## src/rtl/wb_arb_unit.sv

```systemverilog
// Multi-channel writeback stage: one holding slot per retiring pipe,
// arbitrated onto the single register-file write and trace port.
module wb_arb_unit #(
  parameter int NUM_CH   = 2,
  parameter int DATA_W   = 32,
  parameter int ADDR_W   = 5,
  parameter int PC_W     = 32,
  parameter int ARB_MODE = 0
) (
  input  logic                                     clk,
  input  logic                                     reset,
  input  logic [NUM_CH-1:0]                        in_valid,
  output logic [NUM_CH-1:0]                        in_allow_in,
  input  logic [NUM_CH*(PC_W+1+ADDR_W+DATA_W)-1:0] in_bus,
  output logic                                     rf_we,
  output logic [ADDR_W-1:0]                        rf_waddr,
  output logic [DATA_W-1:0]                        rf_wdata,
  output logic [PC_W-1:0]                          debug_wb_pc,
  output logic [3:0]                               debug_wb_rf_we,
  output logic [ADDR_W-1:0]                        debug_wb_rf_wnum,
  output logic [DATA_W-1:0]                        debug_wb_rf_wdata,
  output logic [NUM_CH*ADDR_W-1:0]                 fwd_dest,
  output logic [NUM_CH*DATA_W-1:0]                 fwd_data,
  output logic                                     wb_idle
);

  localparam int CH_BUS_W = PC_W + 1 + ADDR_W + DATA_W;
  localparam int PTR_W    = (NUM_CH > 1) ? $clog2(NUM_CH) : 1;

  logic [NUM_CH-1:0]   slot_valid;
  logic [CH_BUS_W-1:0] slot_bus [NUM_CH];

  logic [PC_W-1:0]     s_pc   [NUM_CH];
  logic [NUM_CH-1:0]   s_we;
  logic [ADDR_W-1:0]   s_dest [NUM_CH];
  logic [DATA_W-1:0]   s_res  [NUM_CH];

  logic [NUM_CH-1:0]   grant;
  logic [NUM_CH-1:0]   take;
  logic                any_grant;
  logic [PTR_W-1:0]    gnt_idx;
  logic [PTR_W-1:0]    ptr;
  logic [PTR_W-1:0]    ptr_nxt;

  // Split each slot payload into its fields
  always_comb begin
    for (int i = 0; i < NUM_CH; i++) begin
      {s_pc[i], s_we[i], s_dest[i], s_res[i]} = slot_bus[i];
    end
  end

  // One-hot grant: fixed priority, or rotating start at ptr
  always_comb begin
    grant     = '0;
    gnt_idx   = '0;
    any_grant = 1'b0;
    for (int i = 0; i < NUM_CH; i++) begin
      if (!any_grant && slot_valid[i] &&
          (ARB_MODE == 0 || i >= int'(ptr))) begin
        any_grant = 1'b1;
        grant[i]  = 1'b1;
        gnt_idx   = PTR_W'(i);
      end
    end
    if (ARB_MODE == 1) begin
      for (int i = 0; i < NUM_CH; i++) begin
        if (!any_grant && slot_valid[i] &&
            i < int'(ptr)) begin
          any_grant = 1'b1;
          grant[i]  = 1'b1;
          gnt_idx   = PTR_W'(i);
        end
      end
    end
  end

  // Next search start is the channel after the winner
  always_comb begin
    ptr_nxt = gnt_idx + 1'b1;
    if (int'(gnt_idx) == NUM_CH - 1) begin
      ptr_nxt = '0;
    end
  end

  // A granted slot can refill in the same cycle
  assign in_allow_in = ~slot_valid | grant;
  assign take        = in_valid & in_allow_in;

  // Slot occupancy and payload capture
  always_ff @(posedge clk) begin
    if (reset) begin
      slot_valid <= '0;
      for (int i = 0; i < NUM_CH; i++) begin
        slot_bus[i] <= '0;
      end
    end else begin
      for (int i = 0; i < NUM_CH; i++) begin
        if (take[i]) begin
          slot_valid[i] <= 1'b1;
          slot_bus[i]   <=
            in_bus[i*CH_BUS_W +: CH_BUS_W];
        end else if (grant[i]) begin
          slot_valid[i] <= 1'b0;
        end
      end
    end
  end

  // Round-robin pointer advances only on a grant
  always_ff @(posedge clk) begin
    if (reset) begin
      ptr <= '0;
    end else if (any_grant) begin
      ptr <= ptr_nxt;
    end
  end

  // Retire the granted slot; zeros when nothing is granted
  always_comb begin
    rf_we       = 1'b0;
    rf_waddr    = '0;
    rf_wdata    = '0;
    debug_wb_pc = '0;
    for (int i = 0; i < NUM_CH; i++) begin
      if (grant[i]) begin
        rf_we       = s_we[i];
        rf_waddr    = s_dest[i];
        rf_wdata    = s_res[i];
        debug_wb_pc = s_pc[i];
      end
    end
  end

  assign debug_wb_rf_we    = {4{rf_we}};
  assign debug_wb_rf_wnum  = rf_waddr;
  assign debug_wb_rf_wdata = rf_wdata;
  assign wb_idle           = ~|slot_valid;

  // Pending results visible to decode, granted or not
  for (genvar g = 0; g < NUM_CH; g++) begin : g_fwd
    assign fwd_dest[g*ADDR_W +: ADDR_W] =
      s_dest[g] & {ADDR_W{slot_valid[g] & s_we[g]}};
    assign fwd_data[g*DATA_W +: DATA_W] = s_res[g];
  end

endmodule

```

## config.mk

```make
export PLATFORM = sky130hd
export DESIGN_NAME = wb_arb_unit
export DESIGN_NICKNAME = d
export VERILOG_FILES = /design/src/rtl/wb_arb_unit.sv
export SDC_FILE = /design/constraint.sdc
export NUM_CORES = 1
export LEC_CHECK = 0
export ABC_CLOCK_PERIOD_IN_PS = 4120
export BUFFER_PORTS_ARGS = -buffer_cell sky130_fd_sc_hd__buf_2
export CORE_MARGIN = 10
export CORE_UTILIZATION = 48
export CTS_BUF_LIST = sky130_fd_sc_hd__clkbuf_8
export DETAILED_ROUTE_END_ITERATION = 7
export GPL_ROUTABILITY_DRIVEN = 0
export HOLD_SLACK_MARGIN = 0.02
export PLACE_DENSITY = 0.81
export SLEW_MARGIN = 15
export SYNTH_ARGS = -nofsm -noshare
export SYNTH_HDL_FRONTEND = slang
export SYNTH_SLANG_ARGS = --single-unit
```

## constraint.sdc

```tcl
create_clock -name clk -period 4.12 [get_ports clk]
set_clock_uncertainty 0.1 [all_clocks]
set_input_delay 0.206 -clock clk [delete_from_list [all_inputs] [get_ports clk]]
set_output_delay 0.206 -clock clk [all_outputs]
set_load 0.005 [all_outputs]
```

==> parameters.txt <==
Parameter                              Value

Global route
  Largest net degree at the start of global routing    approximately 140
  Total overflow reported by the global router    0
  Number of antenna violations at the first check in global routing    6
  Global-route wire length before repair    41.4 mm
  GRT Total Usage    ~25%
  Via count of the first global-routing pass    6904

STA
  Rel. slew slack    approximately 28%
  Post-route fraction of the period consumed by the critical path    64.7%
  Worst-Margin Slew    1.08 ns
  Max-slew violation total from the final report    0
  Setup repair after global routing missed its margin    no
  Final Hold Viols    0
  Number of failing setup endpoints in the final timing report    0
  Fin Setup TNS    0 ns
  Min cycle time layout    2.67 ns
  Fmax    0.375 GHz

Run status
  Outcome    complete, no violations

Power
  IR Drop Worst-Case VDD    0.000204 V
  Total power divided by cell area    ~330 mW/mm^2
  Static Leakage    roughly 4.8 nW

Clocking
  Insertion delay to the later sink of the worst-skew pair    around 0.44 ns
  Clk buf depth    2
  CTS tree    done
  Cts-stage hold buffer count    around 140
  H-tree levels    4
  Setup fix buffers added after clock tree synthesis    0
  Number of clock buffers inserted by TritonCTS    17
  Clk root buf    sky130_fd_sc_hd__clkbuf_8
  Number of sinks on the clock net    142
  CTS clock-pin slew for the worst setup and hold paths    0.07 ns
  Gates resized, CTS repair    0

Routing
  Antenna Nets Post-Route    0
  Pre-Repair DR Iteration Count    6
  Routed via count    between 6000 and 7000
  Number of design rule violations left after detail routing    0
  Routed WL    roughly 28 mm
  Number of DRC markers after the initial detailed-route iteration    511
  Average via count per standard cell    approximately 5.3
  Detail-routed net length per standard cell    22.3 um

Floorplan
  Die height    ~150 um
  Die area    0.0212 mm^2
  Initial core utilization    49.3%
  Ports    332
  Site Rows    45
  Core region area    0.0153 mm^2
  Die span in x    145 um

Critical path
  Type of the worst setup path    reg -> out
  CP Data Required Time    3.81 ns
  Worst setup path end    debug_wb_rf_wnum[3]
  Type of destination of the critical path    output port
  Arr. time, crit path    between 2 and 2.5 ns
  End of the worst register-to-register path    slot_bus[0][120]
  R2r worst-path depth    3
  Launch point of the worst path    slot_valid[0]
  Reg2Reg Setup Slack    around 1.6 ns
  Category of the worst setup path launch point    register
  Start of the worst register-to-register path    slot_valid[0]
  Highest net fanout along the worst path    43

Logic synthesis
  Post-synth cell types    20
  Net count after synthesis    766
  Library cell occupying the most area in the post-synthesis netlist    sky130_fd_sc_hd__edfxtp_1
  Warning count from the yosys run    0
  Register bit count reported by yosys    142
  Post-Synthesis Mean Instance Area    12.1 um^2
  Sequential-to-total area share from yosys stat    a little under three fifths
  Area of the mapped netlist    around 0.0076 mm^2
  Biggest area contributors in the synthesized netlist    sky130_fd_sc_hd__edfxtp_1 (56%), sky130_fd_sc_hd__nand2b_1 (12%), sky130_fd_sc_hd__a21oi_2 (10%)
  Number of instances in the synthesized netlist    622
  Share of the synthesized area in the top cell type    55.6%

Hold path
  Worst hold-check path type    in -> reg

Final layout
  FILL cells    1045
  Fraction of final layout cells sized beyond drive strength 1    45.0%
  Net count of the finished layout    1153
  Most common library cell in the layout ignoring fill and taps    sky130_fd_sc_hd__buf_2
  Most frequent cells in the layout    sky130_fd_sc_hd__buf_2 (329), sky130_fd_sc_hd__nand2b_1 (140), sky130_fd_sc_hd__edfxtp_1 (140)
  Final Core Density    69.9%
  Area overhead of the layout relative to synthesis    41.6%

Job
  MaxCap Viol Count    0

Placed design
  Detailed placer's ending HPWL    ~17 mm
  Count of input and output buffers    330
[Yosys cell counts, drive strengths merged]
| cell | n |
|---|---|
| a22o | 69 |
| clkbuf | 28 |
| nor2b | 1 |
| buf | 79 |
| clkinv | 1 |
| dfxtp | 2 |
| edfxtp | 140 |
| conb | 1 |
| o21ai | 1 |
| a21oi | 141 |
| nand2 | 3 |
| a21bo | 1 |
| or2 | 1 |
| nand2b | 141 |
| and3 | 10 |
| nor2 | 3 |
[metal layers]
metal	track usage (%)	part of all wire (%)	up-vias
met1	25.4	34	3164
met4	13.3	4.7	0
li1	-	-	2988
met2	44.6	53	350
met3	7.64	8.0	82
met5	0	0	-
[final cells by class]
class                   instances  area, um^2  area share [%]
clock inverters                14         150            1.40
repair buffers                475        3120            29.1
flip-flops and latches        142        4250            39.7
diodes                          6        15.0           0.140
well taps                     211         264            2.47
inverters                       1        8.76          0.0818
multi-input cells             372        2670            24.9
clock buffers                  17         234            2.19
[registers in the layout, summed over array words and instances, names as in the netlist]
name / count
slot_bus: 140
slot_valid: 2
[report_power, final]
| part | internal (mW) | leakage [nW] | switching [mW] |
|---|---|---|---|
| Sequential | 1.72 | 1.55 | 0.0616 |
| Clock | 0.584 | 0.195 | 0.535 |
| Combinational | 0.319 | 3.03 | 0.339 |
[worst min-delay path by stage]
stage,cells after the start,slack [ns],startpoint,endpoint
6_report,3,0.03,in_bus[31],slot_bus[0][31]
3_5_place_dp,3,0.34,in_valid[1],slot_valid[1]
2_1_floorplan,2,0.22,in_valid[1],slot_valid[1]
3_3_place_gp,3,0.33,in_valid[1],slot_valid[1]
5_1_grt,3,0.03,in_bus[93],slot_bus[0][93]
4_1_cts,3,0.02,in_bus[9],slot_bus[0][9]
[through the flow]
step,instance area (um^2),setup slack (ns),hold WS (ns),cells,total power [mW]
3_3_place_gp,8910,1.73,0.334,1062,2.33
4_1_cts,10700,1.38,0.0218,1230,3.55
6_report,10700,1.45,0.0339,1238,3.56
2_1_floorplan,7560,1.09,0.223,622,2.11
5_1_grt,10700,1.32,0.0290,1238,3.70
3_5_place_dp,8910,1.65,0.344,1062,2.35
[logic make-up (layout without fill, tap and decap cells)]
| group | count (synthesis) | in the layout | share of synthesized area (%) |
|---|---|---|---|
| AO/OA/AOI/OAI | 212 | 212 | 22.0 |
| buffers and inverters | 108 | 507 | 8.81 |
| flip-flops | 142 | 142 | 56.2 |
| other | 1 | 7 | 0.0496 |
| AND/OR/NAND/NOR | 159 | 159 | 13.0 |
[critical path, cell delays in order (launching register included)]
cell and delay [ns]:
sky130_fd_sc_hd__dfxtp_2 0.89, sky130_fd_sc_hd__buf_4 0.54, sky130_fd_sc_hd__a22o_1 0.31, sky130_fd_sc_hd__buf_2 0.18
(Power assumes the default switching activity.)
